### config.mk
export PLATFORM = sky130hd
export DESIGN_NAME = uart_tx_arbiter
export DESIGN_NICKNAME = d
export VERILOG_FILES = /design/src/rtl/uart_tx_arbiter.sv
export SDC_FILE = /design/constraint.sdc
export NUM_CORES = 1
export LEC_CHECK = 0
export CORE_ASPECT_RATIO = 1.25
export CORE_MARGIN = 5
export CORE_UTILIZATION = 46
export DETAILED_ROUTE_END_ITERATION = 8
export GPL_TIMING_DRIVEN = 1
export PLACE_DENSITY_LB_ADDON = 0.3
export SLEW_MARGIN = 20
export SYNTH_ARGS = -nofsm -noshare
export SYNTH_HDL_FRONTEND = slang
export SYNTH_SLANG_ARGS = --single-unit
### constraint.sdc
create_clock -name clk -period 3.7 [get_ports clk]
set_input_delay 0.74 -clock clk [delete_from_list [all_inputs] [get_ports clk]]
set_output_delay 0.74 -clock clk [all_outputs]
set_load 0.01 [all_outputs]
### src/rtl/uart_tx_arbiter.sv
// uart_tx_arbiter: round-robin sharing of one UART transmitter among NUM_REQ
// byte producers. A winner is latched in IDLE, tx_start/req_ready pulse for
// one cycle, then the arbiter follows tx_busy high and back low before the
// next grant.
// Optional feature macro: UART_TX_ARB_TIMEOUT_EN -- bounds the wait for
// tx_busy to rise after tx_start and raises a sticky err_timeout on expiry.
module uart_tx_arbiter #(
    parameter int NUM_REQ     = 4,
    parameter int ACK_TIMEOUT = 16
) (
    input  logic                                        clk,
    input  logic                                        rst,
    input  logic [NUM_REQ-1:0]                          req_valid,
    input  logic [8*NUM_REQ-1:0]                        req_data,
    output logic [NUM_REQ-1:0]                          req_ready,
    output logic                                        tx_start,
    output logic [7:0]                                  tx_data,
    input  logic                                        tx_busy,
    output logic [(NUM_REQ > 1 ? $clog2(NUM_REQ) : 1)-1:0] grant_id,
    output logic                                        arb_busy,
    output logic                                        err_timeout
);

    localparam int IW = (NUM_REQ > 1) ? $clog2(NUM_REQ) : 1;

    typedef enum logic [1:0] {
        IDLE      = 2'd0,
        START     = 2'd1,
        WAIT_ACK  = 2'd2,
        WAIT_DONE = 2'd3
    } state_t;

    state_t               state_reg, state_next;
    logic [IW-1:0]        rr_ptr_reg, rr_ptr_next;
    logic [IW-1:0]        grant_id_reg, grant_id_next;
    logic [7:0]           tx_data_reg, tx_data_next;
    logic                 tx_start_reg, tx_start_next;
    logic [NUM_REQ-1:0]   req_ready_reg, req_ready_next;

    // ------------------------------------------------------------------
    // Round-robin winner selection.
    // Two lowest-index-first searches: one restricted to requesters above
    // the last grant, one over everything. If anybody above the pointer is
    // valid it wins, otherwise the search has wrapped to the lowest valid.
    // Chains run from the top index down so element 0 holds the result.
    // ------------------------------------------------------------------
    logic [NUM_REQ-1:0]   hi_valid;
    logic [IW-1:0]        hi_idx  [NUM_REQ+1];
    logic [7:0]           hi_byte [NUM_REQ+1];
    logic [IW-1:0]        lo_idx  [NUM_REQ+1];
    logic [7:0]           lo_byte [NUM_REQ+1];
    logic                 win_found;
    logic                 any_hi;
    logic [IW-1:0]        win_idx;
    logic [7:0]           win_byte;
    logic [NUM_REQ-1:0]   win_onehot;

    assign hi_idx[NUM_REQ]  = '0;
    assign hi_byte[NUM_REQ] = '0;
    assign lo_idx[NUM_REQ]  = '0;
    assign lo_byte[NUM_REQ] = '0;

    for (genvar gi = 0; gi < NUM_REQ; gi++) begin : g_pick
        assign hi_valid[gi] = req_valid[gi] && (IW'(gi) > rr_ptr_reg);
        assign hi_idx[gi]   = hi_valid[gi]  ? IW'(gi) : hi_idx[gi+1];
        assign hi_byte[gi]  = hi_valid[gi]  ? req_data[8*gi +: 8] : hi_byte[gi+1];
        assign lo_idx[gi]   = req_valid[gi] ? IW'(gi) : lo_idx[gi+1];
        assign lo_byte[gi]  = req_valid[gi] ? req_data[8*gi +: 8] : lo_byte[gi+1];
        assign win_onehot[gi] = (win_idx == IW'(gi));
    end

    assign win_found = |req_valid;
    assign any_hi    = |hi_valid;
    assign win_idx   = any_hi ? hi_idx[0]  : lo_idx[0];
    assign win_byte  = any_hi ? hi_byte[0] : lo_byte[0];

`ifdef UART_TX_ARB_TIMEOUT_EN
    localparam int CW = (ACK_TIMEOUT > 1) ? $clog2(ACK_TIMEOUT + 1) : 1;
    logic [CW-1:0] ack_cnt_reg, ack_cnt_next;
    logic          err_reg, err_next;
`endif

    // State and output registers; reset aborts any transfer immediately.
    always_ff @(posedge clk or posedge rst) begin
        if (rst) begin
            state_reg     <= IDLE;
            rr_ptr_reg    <= IW'(NUM_REQ - 1);
            grant_id_reg  <= '0;
            tx_data_reg   <= '0;
            tx_start_reg  <= 1'b0;
            req_ready_reg <= '0;
        end else begin
            state_reg     <= state_next;
            rr_ptr_reg    <= rr_ptr_next;
            grant_id_reg  <= grant_id_next;
            tx_data_reg   <= tx_data_next;
            tx_start_reg  <= tx_start_next;
            req_ready_reg <= req_ready_next;
        end
    end

`ifdef UART_TX_ARB_TIMEOUT_EN
    // Acknowledge-timeout counter and sticky error flag.
    always_ff @(posedge clk or posedge rst) begin
        if (rst) begin
            ack_cnt_reg <= '0;
            err_reg     <= 1'b0;
        end else begin
            ack_cnt_reg <= ack_cnt_next;
            err_reg     <= err_next;
        end
    end
`endif

    // Next-state and registered-output logic for the grant sequencer.
    always_comb begin
        state_next     = state_reg;
        rr_ptr_next    = rr_ptr_reg;
        grant_id_next  = grant_id_reg;
        tx_data_next   = tx_data_reg;
        tx_start_next  = 1'b0;
        req_ready_next = '0;
`ifdef UART_TX_ARB_TIMEOUT_EN
        ack_cnt_next   = ack_cnt_reg;
        err_next       = err_reg;
`endif
        case (state_reg)
            IDLE: begin
                // Only grant into an idle transmitter so the byte is not lost.
                if (!tx_busy && win_found) begin
                    tx_data_next   = win_byte;
                    grant_id_next  = win_idx;
                    rr_ptr_next    = win_idx;
                    tx_start_next  = 1'b1;
                    req_ready_next = win_onehot;
                    state_next     = START;
                end
            end
            START: begin
`ifdef UART_TX_ARB_TIMEOUT_EN
                ack_cnt_next = '0;
`endif
                state_next = WAIT_ACK;
            end
            WAIT_ACK: begin
                if (tx_busy) begin
                    state_next = WAIT_DONE;
                end
`ifdef UART_TX_ARB_TIMEOUT_EN
                else if (ack_cnt_reg == CW'(ACK_TIMEOUT - 1)) begin
                    err_next   = 1'b1;
                    state_next = IDLE;
                end else begin
                    ack_cnt_next = ack_cnt_reg + 1'b1;
                end
`endif
            end
            WAIT_DONE: begin
                if (!tx_busy) begin
                    state_next = IDLE;
                end
            end
            default: state_next = IDLE;
        endcase
    end

    assign tx_start  = tx_start_reg;
    assign req_ready = req_ready_reg;
    assign tx_data   = tx_data_reg;
    assign grant_id  = grant_id_reg;
    assign arb_busy  = (state_reg != IDLE);

`ifdef UART_TX_ARB_TIMEOUT_EN
    assign err_timeout = err_reg;
`else
    assign err_timeout = 1'b0;
`endif

endmodule

==> results of run 1 <==
[power by group]
| part | total [mW] | leakage (nW) | switching (mW) | internal [mW] |
|---|---|---|---|---|
| registers | 0.390 | 0.227 | 0.0858 | 0.304 |
| logic | 0.657 | 0.552 | 0.315 | 0.342 |
| clock network | 0.106 | 0.0177 | 0.0659 | 0.0404 |
[layout make-up]
type / instances / area, sq um / share of cell area, %
flip-flops and latches: 19 / 478.0 / 25.21
clock buffers: 3 / 22.52 / 1.188
multi-input cells: 126 / 770.7 / 40.66
clock inverters: 1 / 5.005 / 0.2640
inverters: 9 / 33.78 / 1.782
repair buffers: 54 / 540.5 / 28.51
well taps: 36 / 45.04 / 2.376
[logic make-up after synthesis]
| family | count (synthesis) | synth area share, % |
|---|---|---|
| adders and majority gates | 3 | 2.758 |
| DFF | 19 | 35.11 |
| buffers and inverters | 20 | 8.272 |
| AOI/OAI and AO/OA | 65 | 31.99 |
| other | 1 | 0.2755 |
| muxes | 2 | 2.113 |
| and+or+nand+nor | 55 | 19.49 |
[routing by layer]
metal / track usage, % / part of all wire [%] / up-vias
li1: - / - / 695
met5: 0 / 0 / -
met3: 5.657 / 7.4 / 15
met2: 36.27 / 51 / 69
met1: 23.97 / 38 / 672
met4: 11.08 / 3.7 / 0
[worst paths after layout]
check,startpoint,endpoint,slack (ns),cells past startpoint
worst max-delay path,req_valid[2],tx_data[6]$_DFFE_PP0P_,1.12,7
worst min-delay path,grant_id[1]$_DFFE_PP0P_,grant_id[1]$_DFFE_PP0P_,0.50,1
worst max register to register,rr_ptr_reg[1]$_DFFE_PP1P_,tx_data[6]$_DFFE_PP0P_,1.86,5
worst min register to register,grant_id[1]$_DFFE_PP0P_,grant_id[1]$_DFFE_PP0P_,0.50,1
max in group asynchronous,rst,tx_data[4]$_DFFE_PP0P_,2.43,2
min in group asynchronous,rst,tx_start$_DFF_PP0_,0.83,2
[per-stage QoR]
stage	cells	total power [mW]	instance area [sq um]	setup WS (ns)	hold slack (ns)
after global placement	244	1.020	1868	0.9281	0.4747
after CTS	248	1.160	1896	1.176	0.5006
after floorplan	165	0.7832	1361	1.941	0.5183
after global routing	248	1.242	1896	0.9216	0.5177
final	248	1.153	1896	1.119	0.4990
after detailed placement	244	1.052	1868	0.8402	0.4705
[cells in the mapped netlist, types with 2 or more instances]
cell	number
a211o_1	9
a21o_1	3
a21oi_1	18
a31oi_1	7
a32oi_1	4
and2_1	2
buf_2	3
buf_4	5
buf_6	2
dfrtp_1	17
dfstp_2	2
ha_1	3
inv_1	7
inv_2	2
nand2_1	14
nand2b_1	2
nand3_1	3
nand3b_1	2
nor2_1	25
o21a_1	2
o21ai_0	6
o22ai_1	10
or2_4	2
==> impl_metrics.json, run 1 <==
{
  "vias": 1451,
  "dp_hpwl_microns": 3422,
  "synthCells": 165,
  "holdBufCountCts": 0,
  "ys_types": 38,
  "drt_iter0_drc": 59,
  "gr-total-overflow": 0,
  "start_util_pct": 47.10,
  "cts_root_buf": "clkbuf_4",
  "post_cts_buffers": 0,
  "final_util_pct": 65.58,
  "synthFlopType": "dfrtp_1",
  "layout_min_cycle_time_ns": 2.581,
  "hold_violations": 0,
  "cp.arrival_ns": 2.81,
  "leakage_nw": 0.7968,
  "yosys.area.top_type": "dfrtp_1",
  "worst_pin_slew_ns": 0.6977,
  "gp_congestion": 0.8775,
  "core-area_sq_um": 2890,
  "wl_microns": 4284,
  "wl_per_cell_microns": 17.27,
  "yosysWarnings": 0,
  "num-fill-cells": 268,
  "io_pins": 56,
  "cts_tree": "built",
  "finalClockSkew_ns": 0.007845,
  "final_common_cell": "clkdlybuf4s50_1",
  "ir_drop_uv": 411.8,
  "synth_edf_count": 0,
  "worst_path_largest_cell_delay_ns": 0.89,
  "grt_max_degree": 22,
  "ys_ff_latch": 19,
  "clk_pin_slew_worst_paths_ns": 0.11,
  "tns_ns": 0,
  "fp.dieW_microns": 58.66,
  "synth_top_area_share_pct": 31.25,
  "nNetsFinal": 255,
  "numPortBuffers": 54,
  "max_slew_margin_pct": 53.44,
  "die_area_sq_um": 4154,
  "vias_per_cell": 5.851,
  "cts.path.max_buffers": 2,
  "clk_latency_ns": 0.31,
  "antenna_found_initial": 0,
  "required_ns": 3.93,
  "yosysSeqAreaShare_pct": 35.11,
  "drc": 0,
  "drive_gt1_share_pct": 7.547,
  "clock.fmax_mhz": 387.5,
  "crit_fanout": 21,
  "grt.total_usage_pct": 21.35,
  "synth_area_sq_um": 1361,
  "power_density_nw_per_um2": 608.3,
  "maxSlewViolCount": 0,
  "synth-async-reset-ratio_pct": 100.0,
  "grt_pass1_wl_microns": 6768,
  "drtAntennaViolNets": 0,
  "setup_viol": 0,
  "drtPass1Iterations": 4,
  "cp_common_cell": "nor2_1",
  "hp-class": "reg -> reg",
  "numCtsBuffers": 3,
  "syn_nets": 207,
  "cp_top_family": "buffers and inverters",
  "cts_max_level": 1,
  "most-common-layout-cells": "54 x clkdlybuf4s50_1, 25 x nor2_1, 18 x a21oi_1, 17 x dfrtp_1, 14 x nand2_1",
  "status": "finished clean",
  "largest_reg_flops": 8,
  "grt_setup_unrepaired": "no",
  "diodes": 0,
  "cts_resized": 0,
  "drv_cap": 0,
  "post-route-period-util_pct": 69.75,
  "grt_pass1_vias": 1450,
  "die_h_microns": 70.82,
  "cts_sinks": 19,
  "rows": 22,
  "worstPathCellList": "clkdlybuf4s50_1 -> nor2_1 -> a21o_1 -> or2_4 -> inv_2 -> nor2_1 -> a31oi_2",
  "area_growth_pct": 39.25,
  "synthTopCellsByArea": "dfrtp_1 31%, nor2_1 6.9%, a21oi_1 6.6%",
  "syn_area_per_cell_sq_um": 8.250,
  "cp-start-kind": "input port",
  "crit_buf_inv": 2,
  "end_kind": "flop",
  "path_class": "in -> reg",
  "critPathSlowestCell": "clkdlybuf4s50_1"
}
Note: power is estimated with default switching activity, not from simulation.
==> inputs of run 2 (changes only) <==
CORE_UTILIZATION = 43   (was 46)
clock period = 2.6 ns   (was 3.7 ns; I/O delays follow)
==> impl_metrics.json, run 2 (synthesized netlist as in run 1, its figures left out) <==
{
  "cts_sinks": 19,
  "critPathSlowestCell": "clkdlybuf4s50_1",
  "place_inst": 247,
  "gp_congestion": 0.8327,
  "post_cts_buffers": 0,
  "leakage_nw": 0.8090,
  "setup_viol": 0,
  "post-route-period-util_pct": 82.67,
  "ir_drop_uv": 703.9,
  "layout_min_cycle_time_ns": 2.150,
  "drtPass1Iterations": 4,
  "die_h_microns": 72.91,
  "max_slew_margin_pct": 53.15,
  "grt.total_usage_pct": 20.93,
  "final_cell_area_sq_um": 1917,
  "antenna_found_initial": 0,
  "fin_cells": 251,
  "power_mw": 1.630,
  "worst_pin_slew_ns": 0.7019,
  "grt_setup_unrepaired": "no",
  "dpl_cell_area_sq_um": 1891,
  "cts.path.max_buffers": 2,
  "internal_power_mw": 0.9859,
  "gr-total-overflow": 0,
  "cts_root_buf": "clkbuf_4",
  "drc": 0,
  "cts_max_level": 1,
  "clk_pin_slew_worst_paths_ns": 0.09,
  "drive_gt1_share_pct": 8.372,
  "holdBufCountCts": 0,
  "cts_tree": "built",
  "fp.dieW_microns": 60.33,
  "diodes": 0,
  "r2r_cells": 5,
  "p_sw_share_pct": 39.52,
  "wl_microns": 4320,
  "crit_fanout": 4,
  "seqPwrFrac_pct": 33.9,
  "numPortBuffers": 54,
  "timing.rr.start": "rr_ptr_reg[1]$_DFFE_PP1P_",
  "r2r-end": "tx_data[1]$_DFFE_PP0P_",
  "cp.arrival_ns": 1.63,
  "clk_latency_ns": 0.29,
  "core-area_sq_um": 3000,
  "finalClockSkew_ns": 0.004460,
  "dp_hpwl_microns": 3490,
  "required_ns": 2.08,
  "drtAntennaViolNets": 0,
  "grt_pass1_wl_microns": 6934,
  "hold_violations": 0,
  "hp-class": "reg -> reg",
  "worst_path_largest_cell_delay_ns": 0.54,
  "clock.fmax_mhz": 465.2,
  "p_sw_mw": 0.6441,
  "end_kind": "output port",
  "start_util_pct": 45.37,
  "tns_ns": 0,
  "die_area_sq_um": 4398,
  "critPathCapture": "arb_busy",
  "wl_per_cell_microns": 17.21,
  "path_class": "reg -> out",
  "power_frac_comb_pct": 57.4,
  "clockPowerShare_pct": 8.7,
  "maxSlewViolCount": 0,
  "vias_per_cell": 5.817,
  "cp-start-kind": "flop",
  "most-common-layout-cells": "54 x clkdlybuf4s50_1, 25 x nor2_1, 18 x a21oi_1, 17 x dfrtp_1, 14 x nand2_1",
  "cts_resized": 0,
  "largest_reg_flops": 8,
  "cp_common_cell": "inv_1",
  "power_density_nw_per_um2": 850.3,
  "num-fill-cells": 275,
  "grt_max_degree": 21,
  "drv_cap": 0,
  "crit_path_start": "state_reg[0]$_DFFE_PP0P_",
  "worstPathCellList": "inv_1 -> ha_1 -> inv_1 -> clkdlybuf4s50_1",
  "numCtsBuffers": 3,
  "final_common_cell": "clkdlybuf4s50_1",
  "r2r_slack_ns": 0.76,
  "drt_iter0_drc": 70,
  "grt_pass1_vias": 1534,
  "io_pins": 56,
  "dp_worst_setup_slack_ns": 0.2558,
  "nNetsFinal": 258,
  "status": "finished clean",
  "rows": 22,
  "fin_ws_ns": 0.4505,
  "vias": 1460,
  "area_growth_pct": 40.81
}
[run 2: cell count changes in the layout (fill, tap and decap cells not counted)]
cell,before,now
buf_4,0,3
clkinv_2,1,0
clkbuf_1,0,1
[run 2: worst min-delay path by stage]
stage | from | endpoint | slack (ns) | depth (start not counted)
after floorplan | rst | grant_id[0]$_DFFE_PP0P_ | 0.47 | 1
after global placement | grant_id[1]$_DFFE_PP0P_ | grant_id[1]$_DFFE_PP0P_ | 0.47 | 1
after detailed placement | grant_id[1]$_DFFE_PP0P_ | grant_id[1]$_DFFE_PP0P_ | 0.47 | 1
after CTS | grant_id[0]$_DFFE_PP0P_ | grant_id[0]$_DFFE_PP0P_ | 0.52 | 1
after global routing | grant_id[0]$_DFFE_PP0P_ | grant_id[0]$_DFFE_PP0P_ | 0.55 | 1
final | grant_id[1]$_DFFE_PP0P_ | grant_id[1]$_DFFE_PP0P_ | 0.51 | 1
[run 2: stage by stage]
stage | utilization (%) | hold slack [ns]
6_report | 63.89 | 0.5136
5_1_grt | 63.89 | 0.5536
4_1_cts | 63.89 | 0.5224
3_5_place_dp | 63.01 | 0.4705
3_3_place_gp | 63.01 | 0.4727
2_1_floorplan | - | 0.4697
[run 2: per-layer routing]
| layer | routed length, microns | share of wire [%] | global-route usage, % | vias up |
|---|---|---|---|---|
| met5 | 0 | 0 | 0 | - |
| met4 | 127 | 2.9 | 6.897 | 0 |
| met3 | 325 | 7.5 | 4.602 | 12 |
| met2 | 2287 | 53 | 39.30 | 64 |
| met1 | 1579 | 37 | 22.31 | 691 |
| li1 | - | - | - | 693 |
[run 2: power groups by stage]
stage          logic, mW  clock network, mW  registers, mW
2_1_floorplan      0.568                  0          0.547
3_3_place_gp       0.913                  0          0.547
3_5_place_dp       0.941                  0          0.557
4_1_cts            0.946              0.150          0.551
5_1_grt             1.04              0.162          0.571
6_report           0.936              0.142          0.552
[run 2: critical path, delay by kind of cell, from the launching register on]
kind / cells / cell delay, ns
buffers and inverters: 3 / 0.70
DFF: 1 / 0.41
adders and majority gates: 1 / 0.24
[run 2: area by class of cell]
class | instances | area [sq um] | area share (%)
Multi-Input combinational cell | 126 | 770.7 | 40.21
Tap cell | 36 | 45.04 | 2.350
Inverter | 9 | 33.78 | 1.762
Clock buffer | 4 | 26.28 | 1.371
Timing Repair Buffer | 57 | 563.0 | 29.37
Sequential cell | 19 | 478.0 | 24.93
==> inputs of run 3 (changes only) <==
CORE_UTILIZATION = 39   (was 43)
clock period = 1.9 ns   (was 2.6 ns; I/O delays follow)
==> impl_metrics.json, run 3 (synthesized netlist as in run 1, its figures left out) <==
{
  "status": "finished clean",
  "vias_per_cell": 5.496,
  "wl_microns": 3981,
  "grt_max_degree": 21,
  "grt.total_usage_pct": 16.80,
  "required_ns": 2.03,
  "most-common-layout-cells": "53 x clkdlybuf4s50_1, 25 x nor2_1, 18 x a21oi_1, 17 x dfrtp_1, 14 x nand2_1",
  "critPathCapture": "tx_data[1]$_DFFE_PP0P_",
  "crit_path_start": "req_valid[3]",
  "drive_gt1_share_pct": 12.89,
  "timing.rr.start": "rr_ptr_reg[1]$_DFFE_PP1P_",
  "grt_setup_unrepaired": "yes",
  "wl_per_cell_microns": 15.08,
  "hold_violations": 0,
  "multi_input_area_sq_um": 773.2,
  "path_class": "in -> reg",
  "area_growth_pct": 48.99,
  "grt_pass1_vias": 1423,
  "clk_latency_ns": 0.25,
  "leakage_nw": 0.8709,
  "largest_reg_flops": 8,
  "num-fill-cells": 334,
  "power_density_nw_per_um2": 1164,
  "r2r_cells": 5,
  "numPortBuffers": 54,
  "fp.dieW_microns": 62.85,
  "power_mw": 2.361,
  "tns_ns": 0,
  "finalClockSkew_ns": 0.0004766,
  "cp-start-kind": "input port",
  "r2r-end": "tx_data[0]$_DFFE_PP0P_",
  "final_common_cell": "clkdlybuf4s50_1",
  "seqCellArea_sq_um": 478.0,
  "gr-total-overflow": 0,
  "diodes": 0,
  "rows": 24,
  "hp-class": "in -> async",
  "drtAntennaViolNets": 0,
  "end_kind": "flop",
  "fin_cells": 264,
  "cts.path.max_buffers": 2,
  "core-area_sq_um": 3423,
  "gp_congestion": 0.9181,
  "cts_tree": "built",
  "worst_pin_slew_ns": 0.6911,
  "max_slew_margin_pct": 53.93,
  "start_util_pct": 39.77,
  "place_inst": 258,
  "clock.fmax_mhz": 542.8,
  "cts_sinks": 19,
  "post-route-period-util_pct": 96.97,
  "layout_min_cycle_time_ns": 1.842,
  "crit_fanout": 19,
  "grt_pass1_wl_microns": 6596,
  "clk_pin_slew_worst_paths_ns": 0.07,
  "numCtsBuffers": 3,
  "cts_root_buf": "clkbuf_8",
  "drtPass1Iterations": 4,
  "vias": 1451,
  "drv_cap": 0,
  "antenna_found_initial": 0,
  "cp.arrival_ns": 1.97,
  "setup_viol": 0,
  "ir_drop_uv": 872.6,
  "dp_hpwl_microns": 3232,
  "r2r_slack_ns": 0.15,
  "io_pins": 56,
  "die_area_sq_um": 4780,
  "nNetsFinal": 268,
  "maxSlewViolCount": 0,
  "cts_max_level": 1,
  "drc": 0,
  "die_h_microns": 76.06,
  "drt_iter0_drc": 62
}
[run 3: what timing repair did]
item                                   4_1_cts  5_1_grt
buffers inserted                             2        0
resized for setup                            1        1
gates cloned                                 0        0
endpoints found under the hold margin        0        0
setup endpoints to repair                    1        8
pin swaps                                    0        0
hold buffers                                 0        0
[run 3: where the power goes]
group | leakage (nW) | switching, mW | total (mW) | internal, mW
clock network | 0.0228 | 0.127 | 0.275 | 0.149
logic | 0.621 | 0.601 | 1.35 | 0.747
registers | 0.227 | 0.145 | 0.738 | 0.593
[run 3: cell type report]
cell class	count	area share, %
timing repair buffer	67	32.02
sequential	19	23.57
tap	39	2.406
inverter	9	1.666
clock buffer	4	2.221
multi-input combinational	126	38.12
[run 3: metal layers]
layer | vias up | GRT usage [%] | part of all wire [%]
met5 | - | 0 | 0
met4 | 0 | 6.582 | 4.4
met3 | 16 | 3.982 | 5.1
met2 | 58 | 29.88 | 52
met1 | 660 | 19.00 | 39
li1 | 717 | - | -
[run 3: critical path: stages]
cell,delay [ns]
clkdlybuf4s50_1,0.48
buf_4,0.22
a21oi_1,0.06
o22ai_1,0.55
a211o_1,0.20
a31oi_1,0.08
[run 3: through the flow]
stage	worst slack (ns)	utilization, %	cell area (sq um)	hold WS [ns]
floorplan	0.3310	-	1361	0.3297
global placement	-0.1780	57.46	1967	0.4722
detailed placement	-0.1853	57.46	1967	0.5024
CTS	0.08369	59.17	2026	0.4541
global route	-0.004261	59.25	2028	0.4791
finish	0.05761	59.25	2028	0.4432
[run 3: worst min-delay path by stage]
stage | startpoint | to | slack [ns] | cells after the start
final | rst | tx_start$_DFF_PP0_ | 0.44 | 3
after global routing | rst | tx_data[1]$_DFFE_PP0P_ | 0.48 | 3
after CTS | rst | tx_start$_DFF_PP0_ | 0.45 | 3
after detailed placement | grant_id[0]$_DFFE_PP0P_ | grant_id[0]$_DFFE_PP0P_ | 0.50 | 1
after global placement | grant_id[1]$_DFFE_PP0P_ | grant_id[1]$_DFFE_PP0P_ | 0.47 | 1
after floorplan | rst | grant_id[0]$_DFFE_PP0P_ | 0.33 | 1
==> patch 1, RTL diff (flow settings as in run 3) <==
Build with the macro `UART_TX_ARB_TIMEOUT_EN` defined.
--- a/src/rtl/uart_tx_arbiter.sv
+++ b/src/rtl/uart_tx_arbiter.sv
@@ -6,2 +6,4 @@
 // tx_busy to rise after tx_start and raises a sticky err_timeout on expiry.
+`define UART_TX_ARB_TIMEOUT_EN
+
 module uart_tx_arbiter #(
Formal check against the unedited RTL: same outputs for any inputs over 10 cycles, from zero or initial values and one cycle with rst high; that may be too few to reach the edited logic, so the function may still have changed.
==> patch 1 against run 3 <==
Sequential cell count up 6; wire length up 28%; setup slack gained 0.075 ns; combinational power is 4% lower; sequential power grew 24%; synthesized area grew 23%; total power rose by 6.9%; critical path depth down 3; non-clock buffer count is 9 higher; cell area grew 20%; synthesized cell count increased by 22%; register-to-register slack hardly changed; largest power group unchanged; highest routed layer unchanged.
==> patch 1: results (changes against run 3) <==
Yosys
  • Post-Syn Nets: 242 (+17%)
  • Combinational family with the most area after synthesis: compound AO/OA/AOI/OAI gates
  • Top area cells in the synthesized netlist: dfrtp_1 (34%), a21oi_1 (7.2%), nor2_1 (5.6%)
  • Top cells by count, synth: nor2_1 (25), a21oi_1 (24), dfrtp_1 (23), nand2_1 (23), o21ai_0 (12)
  • Synth Area in Compound Gates: 29.5% (-2.5 points)
  • Distinct cells, synth: 51 (+34%)
  • Mux contribution to synthesized area: 1.95% (-0.17 points)
  • #FFs+latches synth: 25 (+6)
  • Register area share after synthesis: 37.6% (+2.5 points)

Finish
  • Clk tree area frac: 1.91% (-0.31 points)
  • Footprint of the multi-input gates: 935 um^2 (+21%)
  • Non-clock buffer share: 29.2% (-2.9 points)
  • Inverters, non-clock: 11 (+2)
  • Ant. Diodes: 0 (unchanged)
  • # fillers: 397 (+19%)
  • Sequential cell area share: 25.9% (+2.3 points)
  • Final Util: 58.8% (-0.46 points)
  • Layout cells sized above 1: 16.4% (+3.5 points)
  • Nets@finish: 311 (+16%)
  • Multi-input gate count: 153 (+21%)

Route
  • WL met3: 275 um (+35%)
  • Met2 Wirelength: 2590 um (+26%)
  • Vias: 1751 (+21%)
  • Wire length per cell: 15.6 um (+3.7%)
  • Initial detailed-routing violation count: 137 (+120%)

Power and ir drop
  • Seq pwr: 913 uW (+24%)
  • Internal power: 1.55 mW (+4.4%)
  • Pleak: 1.03 nW (+18%)
  • Max VDD drop: 0.528 mV (-40%)

Clock network
  • Clock transition at path regs: 0.09 ns (+0.02 ns)
  • Post-CTS setup buffers: 0 (-2)
  • Clk_lat worst skew: 0.27 ns (+0.02 ns)

Placement
  • GP Congestion: 0.864 (-5.9%)
  • Placed cells: 321 (+24%)
  • Placement-stage cell area: 2370 um^2 (+21%)
  • Hpwl dp: 4110 um (+27%)
  • Pre-CTS WS: -0.0968 ns (+0.0885 ns)
  • Port Buffers: 55 (+1.9%)

Setup path
  • Max FO, Critical Path: 7 (-12)
  • Worst reg2reg path startpoint: ack_cnt_reg[1]$_DFFE_PP0P_
  • Slowest-stage cell, CP: clkdlybuf4s50_1
  • Worst r2r path cells: 7 (+2)
  • Critical path's largest stage delay: 0.48 ns (-0.07 ns)
  • Crit path max-delay family: buffers and inverters
  • CP arrival: 1.39 ns (-0.58 ns)
  • Worst Setup SP: state_reg[1]$_DFFE_PP0P_

Global routing
  • GR Util met2: 31.5% (+1.6 points)
  • Largest net degree at the start of global routing: 26 (+24%)
  • Total track usage: 18.6% (+1.8 points)
  • Met1 usage: 24.6% (+5.6 points)
  • Grt met3 use: 3.24% (-0.74 points)

Timing
  • Worst slew pin tran: 0.469 ns (-0.222 ns)
  • Skew final: 0.00696 ns (+0.00648 ns)

Run status
  • Status: finished, final reports clean
==> patch 1: changes by cell type after synthesis, moves of 6 or more <==
cell and change:
dfrtp_1 +6, o22ai_1 -8, o21ai_0 +6, a211o_1 -6
a21oi_1 +6, nand2_1 +9
==> patch 1: final timing paths <==
kind                                              end  slack, ns
max in group asynchronous   rr_ptr_reg[0]$_DFFE_PP1P_       1.15
max                                          arb_busy       0.13
min in group clk              err_timeout$_DFFE_PP0P_       0.50
min                            req_ready[1]$_DFF_PP0_       0.46
min reg2reg                   err_timeout$_DFFE_PP0P_       0.50
max reg2reg                ack_cnt_reg[2]$_DFFE_PP0P_       0.15
==> patch 1: worst min-delay path, delay by kind of cell <==
| kind | cells | cell delay [ns] |
|---|---|---|
| buffers and inverters | 3 | 0.75 |
==> patch 1: repair_timing <==
action,4_1_cts,5_1_grt
hold buffers,0,0
endpoints found under the hold margin,0,0
endpoints found under the setup margin,0,1
gates resized for setup,0,3
==> patch 2, RTL diff (flow settings as in run 3) <==
Without the edit above. The 4 states of `state_t` get a one-hot encoding in 4 bits.
--- a/src/rtl/uart_tx_arbiter.sv
+++ b/src/rtl/uart_tx_arbiter.sv
@@ -25,7 +25,7 @@
 
-    typedef enum logic [1:0] {
-        IDLE      = 2'd0,
-        START     = 2'd1,
-        WAIT_ACK  = 2'd2,
-        WAIT_DONE = 2'd3
+    typedef enum logic [3:0] {
+        IDLE      = 4'b0001,
+        START     = 4'b0010,
+        WAIT_ACK  = 4'b0100,
+        WAIT_DONE = 4'b1000
     } state_t;
Check against the original RTL: same outputs for any inputs over 10 cycles, from zero or initial values and one cycle with rst high; not proved beyond that.
==> patch 2 against run 3 <==
Worst hold slack better by 0.0069 ns; cell count up 7.2%; critical endpoint is now grant_id[0]$_DFFE_PP0P_; synthesized area up 3.0%; total power up 7.6%; global-route usage down 0.37 points; wire length down 0.80%; setup slack better by 0.015 ns; clock skew up 0.0018 ns; critical path depth unchanged; cell area up 9.7%; clock power up 5%; sequential cell count up 2.
==> patch 2: results (changes against run 3) <==
Run status
  • Status: finished, final reports clean

Yosys
  • XOR/XNOR share of the synthesized area: 0.624% (+0.62 points)
  • Post-synthesis adder-cell area fraction: 0% (-2.8 points)
  • Top cells by count, synth: nor2_1 (22), dfrtp_1 (18), a21oi_1 (15), o21ai_0 (14), nand2_1 (13)
  • Mux contribution to synthesized area: 1.43% (-0.69 points)
  • Top area cells in the synthesized netlist: dfrtp_1 (32%), nor2_1 (5.9%), dfstp_2 (5.6%)
  • Post-Syn Nets: 206 (-0.48%)
  • Synth Area in Compound Gates: 31.9% (-0.050 points)

Global routing
  • Total track usage: 16.4% (-0.37 points)
  • First-pass GRT wire length: 6630 um (+0.52%)
  • Largest net degree at the start of global routing: 22 (+4.8%)

Route
  • WL met3: 286 um (+41%)
  • Vias: 1515 (+4.4%)
  • Initial detailed-routing violation count: 49 (-21%)
  • Drt total wl: 3950 um (-0.80%)
  • Met2 Wirelength: 1910 um (-7.7%)
  • Via density per instance: 5.35 (-2.6%)

Clock network
  • Post-CTS setup buffers: 0 (-2)
  • Post_cts resized: 2 (+1)

Placement
  • Placement-stage cell area: 2150 um^2 (+9.1%)
  • GP Congestion: 0.934 (+1.8%)

Setup path
  • Max FO, Critical Path: 7 (-12)
  • Slowest-stage cell, CP: dfstp_2
  • Termination of the worst setup path: grant_id[0]$_DFFE_PP0P_
  • Worst Setup SP: state_reg[0]$_DFFE_PP1P_
  • Critical path's largest stage delay: 0.53 ns (-0.02 ns)
  • Crit path max-delay family: flip-flops

Timing
  • Min Tclk post-route: 1.83 ns (-0.0151 ns)
  • Worst hold slack: 0.450 ns (+0.00690 ns)

Power and ir drop
  • Psw: 946 uW (+8.5%)
  • Pleak: 0.908 nW (+4.2%)
  • Share of total power in sequential cells: 31.5% (+0.3 points)
  • P_comb: 1.45 mW (+7%)

Finish
  • Layout cells sized above 1: 21.3% (+8.4 points)
  • # fillers: 290 (-13%)
  • Final Util: 63.9% (+4.7 points)
[patch 2: changes by cell type after synthesis, sizes merged, moves of 3 or more]
cell,delta
a211o,-8
o21ai,+8
o22ai,-7
buf,-6
clkbuf,+6
nand2b,+6
o2111ai,+5
a21o,-3
a221oi,+3
ha,-3
inv,-3
[patch 2: kinds of logic after synthesis]
| family | count (synthesis) |
|---|---|
| AO/OA/AOI/OAI | 64 |
| AND/OR/NAND/NOR | 61 |
| flip-flops | 21 |
| buffers and inverters | 17 |
| multiplexers | 2 |
| XOR/XNOR | 1 |
| other | 1 |
[patch 2: final cells by class]
type                    instances  area share (%)
clock buffers                   4            2.02
inverters                       6            1.01
multi-input cells             129            36.4
flip-flops and latches         21            23.8
well taps                      39            2.19
repair buffers                 84            34.6
[patch 2: metal layers]
layer,track usage (%),vias up
li1,-,764
met1,20.7,681
met2,26.5,63
met3,1.90,7
met4,9.77,0
met5,0,-
